### config.mk
export PLATFORM = sky130hd
export DESIGN_NAME = diff_window_stats
export DESIGN_NICKNAME = d
export VERILOG_FILES = /design/src/rtl/diff_window_stats.sv
export SDC_FILE = /design/constraint.sdc
export NUM_CORES = 1
export LEC_CHECK = 0
export BUFFER_PORTS_ARGS = -buffer_cell sky130_fd_sc_hd__buf_4
export CORE_MARGIN = 8
export CORE_UTILIZATION = 56
export DETAILED_ROUTE_END_ITERATION = 8
export GPL_TIMING_DRIVEN = 0
export HOLD_SLACK_MARGIN = 0.06
export PLACE_DENSITY = 0.77
export SYNTH_ARGS = -nofsm -noshare
export SYNTH_HDL_FRONTEND = slang
export SYNTH_SLANG_ARGS = --single-unit
### constraint.sdc
create_clock -name clk -period 6.2 [get_ports clk]
set_input_delay 1.24 -clock clk [delete_from_list [all_inputs] [get_ports clk]]
set_output_delay 1.24 -clock clk [all_outputs]
set_load 0.03 [all_outputs]
### src/rtl/diff_window_stats.sv
// Windowed statistics over the magnitude-difference stream: per window it reports
// the sum, the maximum, the equality-marker count and the sample count, held on a valid/ready port.
module diff_window_stats #(
  parameter int                DATA_W  = 8,
  parameter int                WIN_LEN = 16,
  parameter int                SUM_W   = 12,
  parameter int                CNT_W   = 5,
  parameter logic [DATA_W-1:0] EQ_CODE = 8'hFF
) (
  input  logic              clk,
  input  logic              RESET,
  input  logic              in_valid,
  input  logic [DATA_W-1:0] in_data,
  output logic              in_ready,
  input  logic              flush,
  output logic              out_valid,
  input  logic              out_ready,
  output logic [SUM_W-1:0]  out_sum,
  output logic [DATA_W-1:0] out_max,
  output logic [CNT_W-1:0]  out_eq_cnt,
  output logic [CNT_W-1:0]  out_count
);

  typedef enum logic [0:0] {
    ACCUM = 1'b0,
    HOLD  = 1'b1
  } state_t;

  state_t state_r;
  state_t state_nxt_s;

  logic [SUM_W-1:0]  sum_acc_r;
  logic [DATA_W-1:0] max_acc_r;
  logic [CNT_W-1:0]  eq_acc_r;
  logic [CNT_W-1:0]  cnt_acc_r;

  logic [SUM_W-1:0]  sum_nxt_s;
  logic [DATA_W-1:0] max_nxt_s;
  logic [CNT_W-1:0]  eq_nxt_s;
  logic [CNT_W-1:0]  cnt_nxt_s;

  logic accept_s;
  logic take_s;
  logic full_close_s;
  logic flush_close_s;
  logic close_s;

  // Saturating accumulate: clamps at all-ones instead of wrapping.
  function automatic logic [SUM_W-1:0] sat_add(input logic [SUM_W-1:0] a, input logic [DATA_W-1:0] b);
    logic [SUM_W:0] t;
    t = {1'b0, a} + {{(SUM_W + 1 - DATA_W){1'b0}}, b};
    if (t[SUM_W]) begin
      sat_add = {SUM_W{1'b1}};
    end else begin
      sat_add = t[SUM_W-1:0];
    end
  endfunction

  assign in_ready      = (state_r == ACCUM);
  assign accept_s      = in_valid & in_ready;
  assign take_s        = out_valid & out_ready;
  assign full_close_s  = accept_s & (cnt_nxt_s == CNT_W'(WIN_LEN));
  assign flush_close_s = flush & ((cnt_acc_r != {CNT_W{1'b0}}) | accept_s);
  assign close_s       = (state_r == ACCUM) & (full_close_s | flush_close_s);

  // Accumulator update for the current cycle; in_data is only looked at on accept.
  always_comb begin
    sum_nxt_s = sum_acc_r;
    max_nxt_s = max_acc_r;
    eq_nxt_s  = eq_acc_r;
    cnt_nxt_s = cnt_acc_r;
    if (accept_s) begin
      cnt_nxt_s = cnt_acc_r + CNT_W'(1);
      if (in_data == EQ_CODE) begin
        eq_nxt_s = eq_acc_r + CNT_W'(1);
      end else begin
        sum_nxt_s = sat_add(sum_acc_r, in_data);
        if (in_data > max_acc_r) begin
          max_nxt_s = in_data;
        end else begin
          max_nxt_s = max_acc_r;
        end
      end
    end else begin
      cnt_nxt_s = cnt_acc_r;
    end
  end

  // Next-state decode.
  always_comb begin
    state_nxt_s = state_r;
    case (state_r)
      ACCUM: begin
        if (close_s) begin
          state_nxt_s = HOLD;
        end else begin
          state_nxt_s = ACCUM;
        end
      end
      HOLD: begin
        if (take_s) begin
          state_nxt_s = ACCUM;
        end else begin
          state_nxt_s = HOLD;
        end
      end
      default: state_nxt_s = ACCUM;
    endcase
  end

  // State register.
  always_ff @(posedge clk) begin
    if (RESET) begin
      state_r <= ACCUM;
    end else begin
      state_r <= state_nxt_s;
    end
  end

  // Accumulators: run in ACCUM, freeze in HOLD, clear when the result is taken.
  always_ff @(posedge clk) begin
    if (RESET || take_s) begin
      sum_acc_r <= {SUM_W{1'b0}};
      max_acc_r <= {DATA_W{1'b0}};
      eq_acc_r  <= {CNT_W{1'b0}};
      cnt_acc_r <= {CNT_W{1'b0}};
    end else if (state_r == ACCUM) begin
      sum_acc_r <= sum_nxt_s;
      max_acc_r <= max_nxt_s;
      eq_acc_r  <= eq_nxt_s;
      cnt_acc_r <= cnt_nxt_s;
    end
  end

  // Result registers, loaded with the closing sample already folded in.
  always_ff @(posedge clk) begin
    if (RESET) begin
      out_valid  <= 1'b0;
      out_sum    <= {SUM_W{1'b0}};
      out_max    <= {DATA_W{1'b0}};
      out_eq_cnt <= {CNT_W{1'b0}};
      out_count  <= {CNT_W{1'b0}};
    end else if (close_s) begin
      out_valid  <= 1'b1;
      out_sum    <= sum_nxt_s;
      out_max    <= max_nxt_s;
      out_eq_cnt <= eq_nxt_s;
      out_count  <= cnt_nxt_s;
    end else if (take_s) begin
      out_valid  <= 1'b0;
    end
  end

endmodule

==> results.cfg <==
[floorplanning]
dieArea_um2 = 8260
core_area_um2 = 5470
fp.dieH_um = 90.9
die_w_um = 90.9
rows = 27
initial_core_util_pct = 57.4
boundaryPins = 45

[setup_path]
cp-start-kind = input port
cp_data_required_time_ps = 6390
worst-path-buf-inv = 2
cp_slowest_cell = fa_1
crit_fanout = 8
critical_path_class = in2reg
critical-path-max-stage-delay_ps = 420
r2r_cells = 8
worstSetupStartpoint = in_data[0]
end_kind = flop
path_depth = 9
arrival_ps = 3500
path_delay_family = compound AO/OA/AOI/OAI gates
worstPathCellList = buf_4 > ha_1 > fa_1 > a211oi_1 > o211a_1 > or2_2 > clkbuf_1 > a311o_1 > a21oi_1
r2r-start = sum_acc_r[0]

[logic_synthesis]
synth_top_area_cell = dfxtp_1
seq_area_frac_synth_pct = 39.5
async_flop_share_pct = 0
ys.flop_type = dfxtp_1
yosys_warnings = 0
synth.most_common_cell = dfxtp_1
ys_top_cells_by_count = 62 x dfxtp_1, 53 x nor2_1, 26 x a21oi_1
ys_ff_latch = 62
syn_inst = 363
ys_types = 53
syn-num-nets = 396
mappedNetlistArea_um2 = 3140
synth_edf_count = 0
synth_top_cell_area_share_pct = 39.5
syn_area_per_cell_um2 = 8.65
synth_area_leaders = dfxtp_1 40%, ha_1 7.6%, nor2_1 6.3%

[clocking]
cts_made_buffers = 9
clock-sinks = 62
cts_resized = 0
clkTransAtPathRegs_ps = 60
htreeDepth = 3
hold_buffers = 0
root_buffer = clkbuf_8
clockBufferDepth = 2
post-cts-setup-buffers = 0
clkLatencyLatePin_ps = 320
cts_tree = done

[power]
p_leak_nw = 1.51
p_per_area_nw_per_um2 = 287
ir_drop_uv = 173

[grt]
grt_max_degree = 11
antenna_found_initial = 0
grt_use_total_pct = 19.3
grt_pass1_vias = 2818
grt_pass1_wl_mm = 13.3
overflow = 0

[sta]
fin_crit_sh_pct = 53.5
fmax_mhz = 302
finalCriticalPeriod_ps = 3310
finalSetupTns_ps = 0
setup_viol = 0
relSlewSlack_pct = 29.4
slew_violations = 0
skew_ps = 5.21
finalHoldViolations = 0
worst_slew_pin_slew_ps = 1050
rsz0062_at_grt = no

[drt]
vias = 2868
drc = 0
drt_first_iter_violations = 178
firstDrtPassIters = 4
drtAntennaViolNets = 0
routedWlPerCell_um = 16.0
wirelength_mm = 7.91
viasPerCell = 5.81

[placement]
portBuffers = 44
gp_congestion = 0.896
hpwl_mm = 6.05

[cells_and_area]
drive_above_1_share_pct = 17.8
post-route-util_pct = 68.2
layout-area-overhead-vs-synth_pct = 18.9
multi_input_area_um2 = 1750
diodes = 0
regArea_um2 = 1240
fin_nets = 451
fillers = 497

[hold_path]
hold_class = reg2reg
min_path_cells = 2
holdCritStartpoint = out_sum[1]

[status]
status = completed

[flow_run]
drv_cap = 0
## flip-flops by register name, indices dropped and copies added, names as in the netlist
signal      cells
cnt_acc_r       5
eq_acc_r        5
max_acc_r       8
out_count       5
out_eq_cnt      5
out_max         8
out_sum        12
out_valid       1
state_r         1
sum_acc_r      12
## per-layer routing
metal	vias to the layer above	part of all wire (%)	GRT usage (%)
met5	-	0	0
met4	0	1.5	7.50
met3	17	6.1	5.40
met2	77	45	30.1
met1	1338	47	24.5
li1	1436	-	-
## per-stage QoR
| stage | total power [W] | cell area, µm² | hold slack [ps] | cells | setup WS, ps |
|---|---|---|---|---|---|
| 3_3_place_gp | 0.000759 | 3560 | 454 | 479 | 2650 |
| 3_5_place_dp | 0.000767 | 3560 | 450 | 479 | 2580 |
| 5_1_grt | 0.00113 | 3730 | 479 | 494 | 2750 |
| 2_1_floorplan | 0.000673 | 3140 | 486 | 363 | 3080 |
| 6_report | 0.00107 | 3730 | 471 | 494 | 2890 |
| 4_1_cts | 0.00108 | 3730 | 468 | 494 | 2940 |
## cells by family (layout without fill, tap and decap cells)
kind of cell	count (synthesis)	in the layout	share of synthesized area [%]
multiplexers	4	4	1.28
buffers and inverters	34	93	4.66
AND/OR/NAND/NOR	124	124	19.4
AO/OA/AOI/OAI	108	108	23.9
adder cells (fa/ha/maj)	20	20	8.21
XOR/XNOR	11	11	3.07
flip-flops	62	62	39.5
## where the power goes
part | switching, W | leakage [nW] | internal, W
Clock | 0.000147 | 0.0910 | 0.000162
Combinational | 0.000191 | 0.912 | 0.000115
Sequential | 0.0000211 | 0.507 | 0.000434
## layout by cell type, fill, tap and decap left out, types with 3 or more instances in the layout
cell	count
o21ai_0	17
a21o_1	3
o22ai_1	12
o211ai_1	4
mux2i_1	4
or3_1	4
xnor2_1	5
buf_2	3
clkinv_2	3
inv_1	14
a211oi_2	5
nor4_1	8
dfxtp_1	62
a311oi_1	3
a211oi_1	20
ha_1	19
clkbuf_1	14
nand4_1	7
clkbuf_8	11
buf_4	44
nand2b_1	3
and3_1	9
nor2_1	53
xor2_1	6
a21oi_1	26
nand2_1	23
## worst paths after layout
| check | slack [ps] | end |
|---|---|---|
| worst max-delay path | 2890 | out_sum[2] |
| worst min register to register | 470 | out_sum[1] |
| worst min-delay path | 470 | out_sum[1] |
| worst max register to register | 3650 | out_sum[2] |
## worst reg2reg max path, cell delays in order, from the launching register on
cell and delay (ps):
dfxtp_1 310, ha_1 210, fa_1 420, a211oi_1 410, o211a_1 310, or2_2 140, clkbuf_1 310, a311o_1 250
a21oi_1 70
## area by class of cell
type	instances	area share, %
Multi-Input combinational cell	267	46.9
Timing Repair Buffer	44	8.85
Tap cell	72	2.41
Buffer	19	2.41
Inverter	15	1.51
Sequential cell	62	33.2
Clock inverter	4	0.603
Clock buffer	11	4.05
Power figures use the tool's default switching activity.
